<file path="config.mk">
export PLATFORM = sky130hd
export DESIGN_NAME = addsub_seq_ctrl_flat
export DESIGN_NICKNAME = d
export VERILOG_FILES = /design/src/rtl/addsub_seq_ctrl_if.sv /design/src/rtl/addsub_seq_ctrl.sv /design/src/flat_wrapper.sv
export SDC_FILE = /design/constraint.sdc
export NUM_CORES = 1
export LEC_CHECK = 0
export BUFFER_PORTS_ARGS = -buffer_cell sky130_fd_sc_hd__buf_2
export CORE_MARGIN = 2
export CORE_UTILIZATION = 35
export CTS_CLUSTER_DIAMETER = 40
export DETAILED_ROUTE_END_ITERATION = 8
export PLACE_DENSITY = 0.61
export SLEW_MARGIN = 10
export SYNTH_ARGS = -nofsm -noshare
export SYNTH_HDL_FRONTEND = slang
export SYNTH_SLANG_ARGS = --single-unit
</file>
<file path="constraint.sdc">
create_clock -name clk_i -period 6.7 [get_ports clk_i]
set_input_delay 0.335 -clock clk_i [delete_from_list [all_inputs] [get_ports clk_i]]
set_output_delay 0.335 -clock clk_i [all_outputs]
set_load 0.1 [all_outputs]
</file>
<file path="src/rtl/addsub_seq_ctrl_if.sv">
// rtl/addsub_seq_ctrl_if.sv - request/response bundle for the chunked add/subtract unit
interface addsub_seq_ctrl_if #(
  parameter int WIDTH = 64
);
  logic             req_valid;
  logic             req_ready;
  logic [WIDTH-1:0] a;
  logic [WIDTH-1:0] b;
  logic             sub;
  logic             resp_valid;
  logic             resp_ready;
  logic [WIDTH-1:0] sum;
  logic             cout;
  logic             overflow;
  logic             busy;

  modport master (
    output req_valid, a, b, sub, resp_ready,
    input  req_ready, resp_valid, sum, cout, overflow, busy
  );

  modport slave (
    input  req_valid, a, b, sub, resp_ready,
    output req_ready, resp_valid, sum, cout, overflow, busy
  );
endinterface

</file>
<file path="src/rtl/addsub_seq_ctrl.sv">
// rtl/addsub_seq_ctrl.sv - WIDTH-bit add/subtract built from one CHUNK-bit adder slice,
// one chunk per cycle, LSB chunk first, carry held between cycles
module addsub_seq_ctrl #(
  parameter int WIDTH = 64,
  parameter int CHUNK = 16
) (
  input  logic            clk_i,
  input  logic            rst_ni,
  addsub_seq_ctrl_if.slave bus
);
  localparam int N     = WIDTH / CHUNK;
  localparam int IDX_W = (N > 1) ? $clog2(N) : 1;
  localparam logic [IDX_W-1:0] LAST = IDX_W'(N - 1);

  typedef enum logic [1:0] {IDLE, RUN, DONE} state_e;

  state_e           state_q;
  logic [IDX_W-1:0] idx_q;
  logic             carry_q;
  logic [WIDTH-1:0] a_q;
  logic [WIDTH-1:0] b_q;
  logic [WIDTH-1:0] sum_q;
  logic             cout_q;
  logic             ovf_q;

  logic [31:0]      base_d;
  logic [CHUNK-1:0] a_slice_d;
  logic [CHUNK-1:0] b_slice_d;
  logic [CHUNK:0]   add_d;
  logic             ovf_d;

  assign base_d    = 32'(idx_q) * 32'(CHUNK);
  assign a_slice_d = a_q[base_d +: CHUNK];
  assign b_slice_d = b_q[base_d +: CHUNK];
  assign add_d     = {1'b0, a_slice_d} + {1'b0, b_slice_d} + (CHUNK+1)'(carry_q);
  // b_q is already inverted for subtract, so this is the plain same-sign-in, different-sign-out rule
  assign ovf_d     = (a_q[WIDTH-1] == b_q[WIDTH-1]) && (add_d[CHUNK-1] != a_q[WIDTH-1]);

  assign bus.req_ready  = (state_q == IDLE) && rst_ni;
  assign bus.resp_valid = (state_q == DONE);
  assign bus.busy       = (state_q == RUN);
  assign bus.sum        = sum_q;
  assign bus.cout       = cout_q;
  assign bus.overflow   = ovf_q;

  always_ff @(posedge clk_i) begin
    if (!rst_ni) begin
      state_q <= IDLE;
      idx_q   <= '0;
      carry_q <= 1'b0;
      a_q     <= '0;
      b_q     <= '0;
      sum_q   <= '0;
      cout_q  <= 1'b0;
      ovf_q   <= 1'b0;
    end else begin
      case (state_q)
        IDLE: begin
          if (bus.req_valid) begin
            a_q     <= bus.a;
            b_q     <= bus.b ^ {WIDTH{bus.sub}};
            carry_q <= bus.sub;
            idx_q   <= '0;
            state_q <= RUN;
          end
        end
        RUN: begin
          sum_q[base_d +: CHUNK] <= add_d[CHUNK-1:0];
          carry_q                <= add_d[CHUNK];
          if (idx_q == LAST) begin
            cout_q  <= add_d[CHUNK];
            ovf_q   <= ovf_d;
            idx_q   <= '0;
            state_q <= DONE;
          end else begin
            idx_q <= idx_q + 1'b1;
          end
        end
        DONE: begin
          if (bus.resp_ready) begin
            state_q <= IDLE;
          end
        end
        default: state_q <= IDLE;
      endcase
    end
  end
endmodule

</file>
<file path="src/flat_wrapper.sv">
// flat-port wrapper written by rule: the top's interface ports become plain ports
module addsub_seq_ctrl_flat 
#(
  parameter int WIDTH = 64,
  parameter int CHUNK = 16
)
  (clk_i, rst_ni, bus_req_valid, bus_a, bus_b, bus_sub, bus_resp_ready, bus_req_ready, bus_resp_valid, bus_sum, bus_cout, bus_overflow, bus_busy);
  addsub_seq_ctrl_if #(.WIDTH(WIDTH)) bus_i ();
  input  logic clk_i;
  input  logic rst_ni;
  input wire logic [$bits(bus_i.req_valid)-1:0] bus_req_valid;
  input wire logic [$bits(bus_i.a)-1:0] bus_a;
  input wire logic [$bits(bus_i.b)-1:0] bus_b;
  input wire logic [$bits(bus_i.sub)-1:0] bus_sub;
  input wire logic [$bits(bus_i.resp_ready)-1:0] bus_resp_ready;
  output wire logic [$bits(bus_i.req_ready)-1:0] bus_req_ready;
  output wire logic [$bits(bus_i.resp_valid)-1:0] bus_resp_valid;
  output wire logic [$bits(bus_i.sum)-1:0] bus_sum;
  output wire logic [$bits(bus_i.cout)-1:0] bus_cout;
  output wire logic [$bits(bus_i.overflow)-1:0] bus_overflow;
  output wire logic [$bits(bus_i.busy)-1:0] bus_busy;
  assign bus_i.req_valid = bus_req_valid;
  assign bus_i.a = bus_a;
  assign bus_i.b = bus_b;
  assign bus_i.sub = bus_sub;
  assign bus_i.resp_ready = bus_resp_ready;
  assign bus_req_ready = bus_i.req_ready;
  assign bus_resp_valid = bus_i.resp_valid;
  assign bus_sum = bus_i.sum;
  assign bus_cout = bus_i.cout;
  assign bus_overflow = bus_i.overflow;
  assign bus_busy = bus_i.busy;
  addsub_seq_ctrl #(.WIDTH(WIDTH), .CHUNK(CHUNK)) u_core (.clk_i(clk_i), .rst_ni(rst_ni), .bus(bus_i));
endmodule
</file>
* Yosys cells after proc, flatten, opt, wreduce, memory -nomap -nowiden
Cells that the tools add are included.
** Word-level totals
- Bits of input ports :: 133
- Register bits after elaboration :: 199
** Cells by class
- Eq/ne operators :: 8
- Shifts and indexed selects :: 4
- Muxes and demuxes :: 10
- Add/sub/neg operators :: 4
- Reduce and logical (&&, ||, !) cells :: 8
- Bitwise operators :: 1
** Operators by type and width (number)
- $shiftx A64 B7 Y16 :: 2
- $bwmux W64 :: 1
- $shift A16 B34 Y64 const A :: 1
- $shiftx A16 B34 Y64 :: 1
- $xor A64 B64 Y64 :: 1
- $neg A6 Y34 :: 1
- $add A16 B16 Y17 :: 1
- $add A17 B1 Y17 :: 1
- $mux W2 :: 5
- $pmux W2 S3 :: 1
- $reduce_and A2 Y1 :: 3
- $eq A2 B2 Y1 const B :: 2
- $ne A2 B2 Y1 const B :: 2
- $pmux W2 S2 :: 1
- $reduce_and A3 Y1 :: 1
- $add A2 B1 Y2 const B :: 1
- $eq A2 B1 Y1 const B :: 1
- $logic_and A1 B1 Y1 :: 2
- $logic_not A2 Y1 :: 1
- $ne A2 B1 Y1 const B :: 1
- $pmux W1 S2 :: 1
- $reduce_bool A2 Y1 :: 1
- $eq A1 B1 Y1 :: 1
- $mux W1 :: 1
- $ne A1 B1 Y1 :: 1

* Logic depth before layout (Yosys ltp)
Gate-level depths: netlist (run 1).
- Depth in word-level cells :: 5
- Gate-level depth with buffers :: 12
- Mapped depth without buffers :: 9

* Least setup slack after synthesis (run 1)
OpenSTA, ideal clock, no wires.
- Path kind :: register to register
- Start :: register u_core.idx_q[0]
- End :: register u_core.carry_q
- Required time :: 6.573 ns
- Library setup time :: 0.127 ns
- Arrival :: 3.560 ns
- Buffers on the path :: 3
- Period minus slack after synthesis :: 3.687 ns
- Path slack :: 3.013 ns
- Stages on the path, launching flop included :: 13
- Cells stage by stage :: dfxtp_1 > buf_4 > buf_1 > buf_2 > mux4_2 > fa_1 > fa_1 > a21o_1 > a221oi_2 > o21ba_2 > o21ai_2 > a221oi_2 > o21ai_0
** On the way
- Cells in the longest elaborated chain, start to end :: 4
- Elaborated cells between the ends (all ways) :: 5
** Ends and longest elaborated chain
- start, declared :: line addsub_seq_ctrl.sv:18 : logic [IDX_W-1:0] idx_q;
- start signal, assigned :: line addsub_seq_ctrl.sv:76 : idx_q <= idx_q + 1'b1;
- $shiftx A64 B7 Y16, on equally long branches :: line addsub_seq_ctrl.sv:33, addsub_seq_ctrl.sv:34
- $add A16 B16 Y17 (*) :: line addsub_seq_ctrl.sv:35 : assign add_d = {1'b0, a_slice_d} + {1'b0, b_slice_d} + (CHUNK+1)'(carry_q);
- $add A17 B1 Y17 (*) :: line addsub_seq_ctrl.sv:35
- $pmux W1 S2 (*) :: line addsub_seq_ctrl.sv:57 : case (state_q)
- end signal, assigned :: line addsub_seq_ctrl.sv:62 : carry_q <= bus.sub;
- end signal, assigned :: line addsub_seq_ctrl.sv:69 : carry_q <= add_d[CHUNK];
- end, declared :: line addsub_seq_ctrl.sv:19 : logic carry_q;
Every way passes the cells marked *; elsewhere a longest branch is shown, timed or not.
A chain may end at the register's enable or synchronous reset.

* Worst setup path in the final report (run 1)
Ends and elaborated chain as after synthesis.

==> reports/metrics.csv, run 1 <==
stage,metric,value,unit
run_status,result of the run,"complete, no violations",
synth,mean instance size in the synthesized netlist,9.476,um^2
worst_setup_path,startpoint type of the worst setup path,register,
worst_setup_path,Worst Path Required,7020,ps
route,detail-routed via count per cell,5.237,
clock_network,CTS tree,done,
global_route,global-route usage over all layers,18.40,%
sta,Max Clk Rate,0.2427,GHz
cells_and_area,fraction of layout cells with a size suffix above 1,24.96,%
clock_network,Post-CTS Resized,0,
floorplanning,horizontal extent of the die,169.6,um
worst_setup_path,"Slowest-stage cell, CP",sky130_fd_sc_hd__dfxtp_2,
placed_design,placed inst area,10770,um^2
route,length of the first detailed-routing pass in iterations,5,
power_and_ir_drop,switching power,0.0008497,W
clock_network,number of buffers added to fix hold violations after cts,0,
power_and_ir_drop,Design Power,0.002815,W
synth,Post-synth ARST share,0,%
floorplanning,I/O pin count,202,
flow_run,MaxCap Viol Count,0,
worst_setup_path,Worst R2R Setup Slack,2580,ps
global_route,grt peak-use layer,met2,
floorplanning,Total Die Area,28770,um^2
sta,share of the clock period used by the worst path after layout,61.50,%
clock_network,TritonCTS buffer count,17,
sta,worst slew pin tran,996.3,ps
global_route,antenna violations before repair,0,
cells_and_area,area grow syn2layout,18.17,%
clock_network,clock sinks,199,
global_route,global route total overflow,0,
clock_network,clock edge transition at the registers on the reported setup and hold paths,80,ps
synth,most common flop cell mapped by yosys,sky130_fd_sc_hd__dfxtp_1,
floorplanning,effective utilization at floorplan,35.62,%
worst_setup_path,category of the worst setup path capture point,register,
global_route,largest net degree at the start of global routing,113,
route,DRT Wirelength,26.71,mm
synth,largest area contributor in the synthesized netlist,sky130_fd_sc_hd__dfxtp_1,
sta,Max-slew headroom,33.58,%
floorplanning,die span in y,169.6,um
synth,cell area after synthesis,9599,um^2
clock_network,H-tree levels,4,
global_route,GR Util met2,28.43,%
floorplanning,core footprint,26950,um^2
synth,count of flip-flops with a built-in enable after synthesis,0,
cells_and_area,number of nets in the final layout,1314,
synth,net count after synthesis,1169,
clock_network,Max Root-Sink Buffers,2,
synth,largest cells by area after synthesis,"sky130_fd_sc_hd__dfxtp_1, sky130_fd_sc_hd__nand2_1, sky130_fd_sc_hd__mux4_2",
worst_hold_path,worst min-delay path class,input port to register,
worst_setup_path,longest individual stage delay on the worst path,660,ps
sta,Sum Neg Setup Slack,0,ps
worst_setup_path,highest fanout seen on the critical path,22,
sta,final max-slew violation count,0,
global_route,number of global-route vias before repair,7367,
worst_setup_path,CP arrival,4440,ps
sta,worst clock skew,20.39,ps
sta,final worst path period need,4121,ps
route,number of nets still failing antenna checks after routing,0,
power_and_ir_drop,Sw Share,30.18,%
power_and_ir_drop,logic gate share of total power,18.1,%
sta,setup repair after global routing missed its margin,false,
cells_and_area,area of all placed cells without fillers,11340,um^2
global_route,first-pass GRT wire length,40.90,mm
sta,final setup fails,0,
synth,fraction of post-synthesis cell area in the top cell type by area,41.50,%
global_route,met3 track utilization from global routing,3.638,%
sta,worst hold margin,125.9,ps
power_and_ir_drop,Clk pwr share,36.0,%
clock_network,root buffer cell,sky130_fd_sc_hd__clkbuf_16,
power_and_ir_drop,sequential cell fraction of total power,45.9,%
global_route,GRT met1 Usage,26.17,%
placed_design,count of input and output buffers,201,
placed_design,global placement routability congestion,0.8715,
worst_setup_path,cells along the critical path,buf_4 -> mux4_2 -> fa_1 -> fa_1 -> a21o_1 -> a221oi_2 -> o21ba_2 -> o21ai_2 -> a221oi_2 -> o21ai_0,
synth,register bit total from synthesis,199,
synth,cell count after synthesis,1013,
power_and_ir_drop,worst ir drop on vdd,0.1487,mV
clock_network,clock insertion delay at the later pin of the skew report,450,ps
power_and_ir_drop,Lkg Pwr,5.077,nW
floorplanning,number of rows created at floorplan,60,
cells_and_area,most common library cell in the layout ignoring fill and taps,sky130_fd_sc_hd__nand2_1,
placed_design,Setup Slack @ Placement,2623,ps
route,via total after detailed routing,7919,
sta,final hold violations,0,
synth,register area share after synthesis,41.50,%
placed_design,detailed-placement wirelength estimate,19.24,mm
clock_network,Post-CTS Setup Bufs,0,
power_and_ir_drop,Power per Cell Area,248.2,nW/um^2
power_and_ir_drop,Cell Int Power,0.001966,W
worst_setup_path,worst setup path category,register to register,
synth,Unique masters post-synth,54,
sta,Final Worst Setup Slack,2579,ps
route,number of DRC markers in iteration 0,678,
route,detail-routed net length per standard cell,17.67,um
cells_and_area,most frequent cells in the layout,"sky130_fd_sc_hd__nand2_1, sky130_fd_sc_hd__buf_2, sky130_fd_sc_hd__dfxtp_1",
route,Remaining DRCs,0,
synth,YS warnings,0,
==> worst paths after layout <==
check / depth (start not counted) / start / endpoint
setup reg to reg: 10 / u_core.idx_q[0]$_SDFFE_PN0P_ / u_core.carry_q$_SDFFE_PN0P_
hold / removal: 3 / bus_a[41] / u_core.a_q[41]$_SDFFE_PN0P_
hold reg to reg: 2 / u_core.a_q[21]$_SDFFE_PN0P_ / u_core.a_q[21]$_SDFFE_PN0P_
setup / recovery: 10 / u_core.idx_q[0]$_SDFFE_PN0P_ / u_core.carry_q$_SDFFE_PN0P_
==> final cells by class <==
type                    count  area (um^2)
inverters                   6        22.52
repair buffers            210         1082
diodes                      1        2.502
multi-input cells         724         5254
flip-flops and latches    199         3986
well taps                 341        426.7
clock inverters            14        143.9
clock buffers              17        425.4
fillers                  2707        15610
==> layer usage <==
| layer | vias to the layer above | routed length [um] |
|---|---|---|
| met3 | 18 | 1687 |
| met2 | 253 | 11860 |
| met5 | - | 0 |
| li1 | 3868 | - |
| met4 | 0 | 313 |
| met1 | 3780 | 12850 |
==> Yosys cell counts (3+ instances only) <==
cell type,n
sky130_fd_sc_hd__nand3_1,40
sky130_fd_sc_hd__o311ai_0,9
sky130_fd_sc_hd__a21oi_1,10
sky130_fd_sc_hd__o21a_1,3
sky130_fd_sc_hd__nor2b_1,40
sky130_fd_sc_hd__and2_1,8
sky130_fd_sc_hd__clkbuf_1,52
sky130_fd_sc_hd__buf_1,11
sky130_fd_sc_hd__nand2_1,221
sky130_fd_sc_hd__nand4_1,5
sky130_fd_sc_hd__a21boi_0,65
sky130_fd_sc_hd__or3_1,5
sky130_fd_sc_hd__a31oi_1,3
sky130_fd_sc_hd__dfxtp_1,199
sky130_fd_sc_hd__and3_1,5
sky130_fd_sc_hd__nor3_1,5
sky130_fd_sc_hd__nor2_1,11
sky130_fd_sc_hd__inv_1,6
sky130_fd_sc_hd__o211ai_1,5
sky130_fd_sc_hd__a31o_1,4
sky130_fd_sc_hd__buf_2,18
sky130_fd_sc_hd__ha_1,21
sky130_fd_sc_hd__a21o_1,11
sky130_fd_sc_hd__mux4_2,32
sky130_fd_sc_hd__o211a_1,64
sky130_fd_sc_hd__xor2_1,3
sky130_fd_sc_hd__a22oi_1,37
sky130_fd_sc_hd__xnor2_1,69
sky130_fd_sc_hd__o21ai_0,18
==> worst max-delay path: cells and delay by family, from the launching register on <==
kind,cells,cell delay [ps]
buffers and inverters,1,440
adders and majority gates,2,900
DFF,1,660
muxes,1,580
AOI/OAI and AO/OA,6,1420
==> sequential cells by signal, summed over array words and instances, names as in the netlist <==
register and flops:
u_core.a_q 64, u_core.bus.sum 64, u_core.bus.overflow 1, u_core.carry_q 1
u_core.state_q 2, u_core.b_q 64, u_core.bus.cout 1, u_core.idx_q 2
==> logic make-up (layout without fill, tap and decap cells) <==
kind of cell               after synthesis  count (layout)  synth area share (%)
muxes                                   33              33                 7.612
DFF                                    199             199                 41.50
adders and majority gates               23              23                 3.154
xor gates and xnor gates                72              72                 6.569
buffers and inverters                   90             247                 3.910
and+or+nand+nor                        350             350                 16.49
other                                    0               1                     0
AOI/OAI and AO/OA                      246             246                 20.76
==> power groups by stage <==
stage	Clock, W	Sequential, W	Combinational, W
2_1_floorplan	0	0.00134	0.000331
4_1_cts	0.00104	0.00129	0.000510
5_1_grt	0.00107	0.00130	0.000556
3_3_place_gp	0	0.00132	0.000504
6_report	0.00101	0.00129	0.000510
3_5_place_dp	0	0.00132	0.000508
==> metrics by stage <==
step           std cells  utilization, %
3_3_place_gp        1480           39.97
5_1_grt             1511           42.08
4_1_cts             1511           42.08
3_5_place_dp        1480           39.97
2_1_floorplan       1013               -
6_report            1512           42.09
Note: power is estimated with default switching activity, not from simulation.
==> run 2, diff against run 1 <==
Clock period 6.7 ns to 4 ns, I/O delays scaled along.
==> reports/metrics.csv, run 2 (same netlist as run 1, synthesis figures left out) <==
stage,metric,value,unit,change
run_status,result of the run,"complete, no violations",,
worst_setup_path,cells along the critical path,buf_4 -> buf_4 -> mux4_2 -> ha_1 -> nand4_1 -> nor3_1 -> nor2_1 -> a211oi_1 -> a22oi_1 -> nor2b_1,,
placed_design,placed cells,1485,,+0.34%
sta,final hold violations,0,,unchanged
route,via total after detailed routing,7809,,-1.4%
power_and_ir_drop,Lkg Pwr,5.148,nW,+1.4%
sta,setup repair after global routing missed its margin,false,,
floorplanning,core footprint,26950,um^2,unchanged
worst_setup_path,worst setup path category,register to register,,
cells_and_area,final cell count without fillers,1521,,+0.60%
route,DRT Wirelength,27.25,mm,+2.0%
clock_network,CTS tree,done,,
worst_setup_path,Critical R2R Launch,u_core.idx_q[1]$_SDFFE_PN0P_,,
cells_and_area,fraction of layout cells with a size suffix above 1,25.25,%,+0.30 points
clock_network,clock insertion delay at the later pin of the skew report,440,ps,about the same
floorplanning,number of rows created at floorplan,60,,unchanged
floorplanning,horizontal extent of the die,169.6,um,unchanged
route,detail-routed net length per standard cell,17.92,um,+1.4%
floorplanning,effective utilization at floorplan,35.62,%,unchanged
worst_setup_path,CP bufs+invs,2,,+1
cells_and_area,most frequent cells in the layout,"sky130_fd_sc_hd__nand2_1, sky130_fd_sc_hd__buf_2, sky130_fd_sc_hd__dfxtp_1",,
power_and_ir_drop,Power per Cell Area,414.0,nW/um^2,+67%
worst_setup_path,Worst Path Required,4370,ps,-2650 ps
worst_setup_path,startpoint type of the worst setup path,register,,
clock_network,root buffer cell,sky130_fd_sc_hd__clkbuf_16,,
clock_network,Max Root-Sink Buffers,2,,unchanged
sta,worst clock skew,11.24,ps,-9.152 ps
global_route,largest net degree at the start of global routing,82,,-27%
route,Remaining DRCs,0,,unchanged
global_route,first-pass GRT wire length,42.35,mm,+3.5%
cells_and_area,filler cell count,2658,,-1.8%
cells_and_area,area grow syn2layout,19.33,%,
clock_network,number of buffers added to fix hold violations after cts,4,,+4
cells_and_area,most common library cell in the layout ignoring fill and taps,sky130_fd_sc_hd__nand2_1,,
placed_design,detailed-placement wirelength estimate,19.98,mm,+3.8%
worst_setup_path,category of the worst setup path capture point,register,,
worst_setup_path,Worst R2R End,u_core.bus.sum[59]$_SDFFE_PN0P_,,
sta,Max-slew headroom,36.20,%,+2.6 points
global_route,number of global-route vias before repair,7518,,+2.0%
clock_network,clock edge transition at the registers on the reported setup and hold paths,80,ps,about the same
global_route,global route total overflow,0,,unchanged
power_and_ir_drop,worst ir drop on vdd,0.2669,mV,+80%
clock_network,clock sinks,199,,unchanged
worst_hold_path,start point of the worst hold path,bus_a[26],,
flow_run,MaxCap Viol Count,0,,unchanged
cells_and_area,Antenna Diode Count,0,,-1
route,number of nets still failing antenna checks after routing,0,,unchanged
worst_setup_path,Worst R2R Setup Slack,480,ps,-2100 ps
cells_and_area,number of nets in the final layout,1323,,+0.68%
sta,Max Clk Rate,0.2839,GHz,+17%
worst_hold_path,worst min-delay path class,input port to register,,
clock_network,H-tree levels,4,,unchanged
worst_setup_path,depth of the most critical reg-to-reg path,10,,unchanged
sta,worst slew pin tran,957.0,ps,-39.28 ps
floorplanning,Total Die Area,28770,um^2,unchanged
worst_setup_path,CP arrival,3900,ps,-540 ps
cells_and_area,fin util,42.50,%,+0.41 points
floorplanning,die span in y,169.6,um,unchanged
placed_design,count of input and output buffers,201,,unchanged
clock_network,TritonCTS buffer count,17,,unchanged
worst_setup_path,highest fanout seen on the critical path,20,,-9.1%
placed_design,global placement routability congestion,0.8322,,-4.5%
floorplanning,I/O pin count,202,,unchanged
sta,final max-slew violation count,0,,unchanged
worst_setup_path,"Slowest-stage cell, CP",sky130_fd_sc_hd__a211oi_1,,
sta,Sum Neg Setup Slack,0,ps,unchanged
power_and_ir_drop,Design Power,0.004742,W,+68%
sta,final worst path period need,3522,ps,-599.0 ps
clock_network,Post-CTS Setup Bufs,0,,unchanged
clock_network,Post-CTS Resized,0,,unchanged
route,detail-routed via count per cell,5.134,,-2.0%
sta,share of the clock period used by the worst path after layout,88.04,%,+27 points
worst_setup_path,most numerous cell on the critical path,sky130_fd_sc_hd__buf_4,,
worst_hold_path,hold-critical path endpoint,u_core.a_q[26]$_SDFFE_PN0P_,,
worst_setup_path,largest delay contributor family on the critical path,simple AND/OR/NAND/NOR gates,,
route,length of the first detailed-routing pass in iterations,5,,unchanged
sta,final setup fails,0,,unchanged
global_route,global-route usage over all layers,19.04,%,+0.63 points
worst_setup_path,longest individual stage delay on the worst path,620,ps,-40 ps
global_route,antenna violations before repair,0,,unchanged
worst_hold_path,Hold Crit Depth,3,,unchanged
route,number of DRC markers in iteration 0,688,,+1.5%
## run 2: cell count changes in the layout (fill, tap and decap cells not counted), moves of 2 or more
cell / change
sky130_fd_sc_hd__clkinvlp_4: -5
sky130_fd_sc_hd__inv_8: -2
sky130_fd_sc_hd__inv_6: +5
sky130_fd_sc_hd__clkinv_8: +3
sky130_fd_sc_hd__buf_4: +3
sky130_fd_sc_hd__buf_12: +2
sky130_fd_sc_hd__dlygate4sd3_1: +4
## run 2: through the flow
| step | setup slack, ps | area (um^2) | hold WS, ps |
|---|---|---|---|
| 6_report | 478.2 | 11450 | 13.84 |
| 5_1_grt | 202.1 | 11450 | 22.13 |
| 4_1_cts | 450.6 | 11450 | 0.2129 |
| 3_5_place_dp | 476.1 | 10830 | 458.7 |
| 3_3_place_gp | 552.3 | 10830 | 449.7 |
| 2_1_floorplan | 312.6 | 9599 | 344.9 |
## run 2: where the power goes
group,total (W),switching [W],internal (W)
combinational,0.000869,0.000534,0.000335
clock,0.00171,0.000857,0.000855
sequential,0.00216,0.0000706,0.00209
## run 2: metal layers
layer  up-vias  GRT usage [%]  share of wire, %
met5         -              0                 0
met4         0          4.534               1.3
met3        19          3.871               5.2
met2       222          29.62                44
met1      3690          27.10                50
li1       3878              -                 -
## run 2: worst max path at each step
| stage | slack, ps | endpoint | cells after the start | from |
|---|---|---|---|---|
| 6_report | 480 | u_core.bus.sum[59]$_SDFFE_PN0P_ | 10 | u_core.idx_q[1]$_SDFFE_PN0P_ |
| 4_1_cts | 450 | u_core.bus.sum[59]$_SDFFE_PN0P_ | 10 | u_core.idx_q[1]$_SDFFE_PN0P_ |
| 2_1_floorplan | 310 | u_core.carry_q$_SDFFE_PN0P_ | 12 | u_core.idx_q[0]$_SDFFE_PN0P_ |
| 5_1_grt | 200 | u_core.bus.sum[27]$_SDFFE_PN0P_ | 10 | u_core.idx_q[1]$_SDFFE_PN0P_ |
| 3_5_place_dp | 480 | u_core.bus.sum[59]$_SDFFE_PN0P_ | 10 | u_core.idx_q[1]$_SDFFE_PN0P_ |
| 3_3_place_gp | 550 | u_core.bus.sum[59]$_SDFFE_PN0P_ | 10 | u_core.idx_q[1]$_SDFFE_PN0P_ |
## run 2: area by class of cell
class / count / area [um^2] / share of cell area (%)
clock buffer: 18 / 439.2 / 3.834
clock inverter: 14 / 150.1 / 1.311
inverter: 6 / 22.52 / 0.1966
multi-input combinational: 724 / 5245 / 45.79
sequential: 199 / 3986 / 34.80
tap: 341 / 426.7 / 3.725
timing repair buffer: 219 / 1185 / 10.34
## run 2: tightest hold or removal path, cell delays in order
cell and delay (ps):
sky130_fd_sc_hd__buf_2 100, sky130_fd_sc_hd__nand2_1 40, sky130_fd_sc_hd__a21boi_0 60
==> run 3, diff against run 2 <==
Clock period 4 ns to 3.32 ns, I/O delays scaled along.
==> reports/metrics.csv, run 3 (same netlist as run 1, synthesis figures left out) <==
stage,metric,value,unit,change
run_status,result of the run,"complete, no violations",,
clock_network,Max Root-Sink Buffers,2,,unchanged
sta,worst slew pin tran,996.6,ps,+39.59 ps
power_and_ir_drop,Lkg Pwr,5.474,nW,+6.3%
global_route,number of global-route vias before repair,7682,,+2.2%
placed_design,detailed-placement wirelength estimate,19.94,mm,-0.19%
floorplanning,I/O pin count,202,,unchanged
clock_network,clock insertion delay at the later pin of the skew report,450,ps,about the same
cells_and_area,filler cell count,2575,,-3.1%
cells_and_area,final cell count without fillers,1588,,+4.4%
global_route,first-pass GRT wire length,42.83,mm,+1.1%
floorplanning,core footprint,26950,um^2,unchanged
route,DRT Wirelength,27.91,mm,+2.4%
cells_and_area,most frequent cells in the layout,"sky130_fd_sc_hd__nand2_1, sky130_fd_sc_hd__buf_2, sky130_fd_sc_hd__dfxtp_1",,
sta,worst clock skew,12.10,ps,+0.8609 ps
floorplanning,die span in y,169.6,um,unchanged
floorplanning,effective utilization at floorplan,35.62,%,unchanged
global_route,global-route usage over all layers,19.29,%,+0.25 points
route,number of DRC markers in iteration 0,645,,-6.3%
floorplanning,Total Die Area,28770,um^2,unchanged
route,via total after detailed routing,8232,,+5.4%
worst_hold_path,start point of the worst hold path,bus_a[13],,
global_route,global route total overflow,0,,unchanged
power_and_ir_drop,Design Power,0.005907,W,+25%
cells_and_area,number of nets in the final layout,1390,,+5.1%
sta,share of the clock period used by the worst path after layout,95.34,%,+7.3 points
sta,final worst path period need,3165,ps,-356.5 ps
power_and_ir_drop,Cell Int Power,0.004146,W,+26%
global_route,antenna violations before repair,0,,unchanged
floorplanning,horizontal extent of the die,169.6,um,unchanged
clock_network,clock edge transition at the registers on the reported setup and hold paths,70,ps,about the same
route,detail-routed via count per cell,5.184,,+0.97%
power_and_ir_drop,Clk pwr share,36.6,%,+0.5 points
worst_setup_path,Worst R2R End,u_core.bus.sum[46]$_SDFFE_PN0P_,,
worst_setup_path,category of the worst setup path capture point,register,,
power_and_ir_drop,logic gate share of total power,19.3,%,+1.0 points
power_and_ir_drop,sequential cell fraction of total power,44.1,%,-1.5 points
worst_setup_path,startpoint type of the worst setup path,register,,
placed_design,Setup Slack @ Placement,108.2,ps,-367.9 ps
clock_network,clock sinks,199,,unchanged
worst_setup_path,depth of the most critical reg-to-reg path,9,,-1
sta,final hold violations,0,,unchanged
worst_setup_path,highest fanout seen on the critical path,4,,-80%
floorplanning,number of rows created at floorplan,60,,unchanged
sta,final setup fails,0,,unchanged
worst_setup_path,longest individual stage delay on the worst path,550,ps,-70 ps
sta,setup repair after global routing missed its margin,false,,
route,detail-routed net length per standard cell,17.58,um,-1.9%
worst_setup_path,Critical R2R Launch,u_core.idx_q[0]$_SDFFE_PN0P_,,
sta,final max-slew violation count,0,,unchanged
placed_design,placed cells,1499,,+0.94%
power_and_ir_drop,switching power,0.001761,W,+20%
cells_and_area,fin util,45.20,%,+2.7 points
placed_design,count of input and output buffers,201,,unchanged
clock_network,H-tree levels,4,,unchanged
cells_and_area,fraction of layout cells with a size suffix above 1,25.34,%,+0.087 points
global_route,largest net degree at the start of global routing,81,,-1.2%
route,length of the first detailed-routing pass in iterations,7,,+2
placed_design,global placement routability congestion,0.9048,,+8.7%
worst_hold_path,Hold Crit Depth,3,,unchanged
worst_setup_path,"Slowest-stage cell, CP",sky130_fd_sc_hd__mux4_2,,
clock_network,CTS tree,done,,
sta,Max-slew headroom,33.56,%,-2.6 points
clock_network,root buffer cell,sky130_fd_sc_hd__clkbuf_16,,
worst_setup_path,CP arrival,3500,ps,-400 ps
sta,Final Worst Setup Slack,154.7,ps,-323.5 ps
route,number of nets still failing antenna checks after routing,0,,unchanged
route,Remaining DRCs,0,,unchanged
power_and_ir_drop,Sw Share,29.81,%,-1.0 points
cells_and_area,most common library cell in the layout ignoring fill and taps,sky130_fd_sc_hd__nand2_1,,
worst_hold_path,worst min-delay path class,input port to register,,
cells_and_area,Antenna Diode Count,0,,unchanged
worst_setup_path,Worst R2R Setup Slack,150,ps,-320 ps
worst_setup_path,worst setup path category,register to register,,
flow_run,MaxCap Viol Count,0,,unchanged
worst_setup_path,cells along the critical path,mux4_2 -> fa_2 -> fa_1 -> a21o_1 -> a221oi_4 -> o221ai_1 -> a21oi_2 -> xnor2_2 -> a31o_1,,
power_and_ir_drop,worst ir drop on vdd,0.2976,mV,+11%
clock_network,TritonCTS buffer count,17,,unchanged
worst_hold_path,hold-critical path endpoint,u_core.a_q[13]$_SDFFE_PN0P_,,
cells_and_area,area grow syn2layout,26.90,%,
sta,Sum Neg Setup Slack,0,ps,unchanged
worst_setup_path,Worst Path Required,3650,ps,-720 ps
sta,Max Clk Rate,0.3159,GHz,+11%
power_and_ir_drop,Power per Cell Area,484.9,nW/um^2,+17%
## run 3: worst max path at each step
stage	start	end
2_1_floorplan	u_core.idx_q[1]$_SDFFE_PN0P_	u_core.carry_q$_SDFFE_PN0P_
4_1_cts	u_core.idx_q[0]$_SDFFE_PN0P_	u_core.bus.sum[46]$_SDFFE_PN0P_
3_3_place_gp	u_core.idx_q[0]$_SDFFE_PN0P_	u_core.bus.sum[14]$_SDFFE_PN0P_
6_report	u_core.idx_q[0]$_SDFFE_PN0P_	u_core.bus.sum[46]$_SDFFE_PN0P_
5_1_grt	u_core.idx_q[0]$_SDFFE_PN0P_	u_core.carry_q$_SDFFE_PN0P_
3_5_place_dp	u_core.idx_q[0]$_SDFFE_PN0P_	u_core.carry_q$_SDFFE_PN0P_
## run 3: cell type report
class,count,area [um^2],share of cell area (%)
well taps,341,426.7,3.502
clock buffers,18,429.2,3.523
flip-flops and latches,199,3986,32.72
multi-input cells,724,5276,43.31
repair buffers,286,1858,15.25
clock inverters,14,182.7,1.500
inverters,6,22.52,0.1849
## run 3: power by group through the flow
stage / registers [W] / logic, W / clock network, W
after floorplan: 0.00270 / 0.000677 / 0
after global placement: 0.00265 / 0.00106 / 0
after detailed placement: 0.00266 / 0.00107 / 0
after CTS: 0.00260 / 0.00113 / 0.00220
after global routing: 0.00261 / 0.00124 / 0.00230
final: 0.00260 / 0.00114 / 0.00216
## run 3: per-layer routing
| layer | up-vias | part of all wire (%) | wire [um] | GRT usage (%) |
|---|---|---|---|---|
| met5 | - | 0 | 0 | 0 |
| met4 | 0 | 1.1 | 297 | 4.162 |
| met3 | 22 | 5.1 | 1423 | 3.638 |
| met2 | 255 | 46 | 12770 | 30.20 |
| met1 | 3937 | 48 | 13420 | 27.66 |
| li1 | 4018 | - | - | - |
## run 3: critical path, delay by kind of cell (launching register included)
family          cells  cell delay [ps]
flops               1              410
mux                 1              550
xor+xnor            1              120
compound gates      5             1140
fa+ha+maj           2              830
## run 3: metrics by stage
stage          hold slack (ps)  cell area, um^2
6_report                 8.845            12180
3_5_place_dp             427.2            10960
2_1_floorplan            310.9             9663
4_1_cts                 0.2016            12120
5_1_grt                  5.979            12180
3_3_place_gp             422.6            10960
## run 3: timing repair
item                                    CTS  global route
hold buffers                             55             0
endpoints found under the setup margin    0            14
buffers inserted                          0             1
endpoints found under the hold margin    55             0
gates resized for setup                   0             4
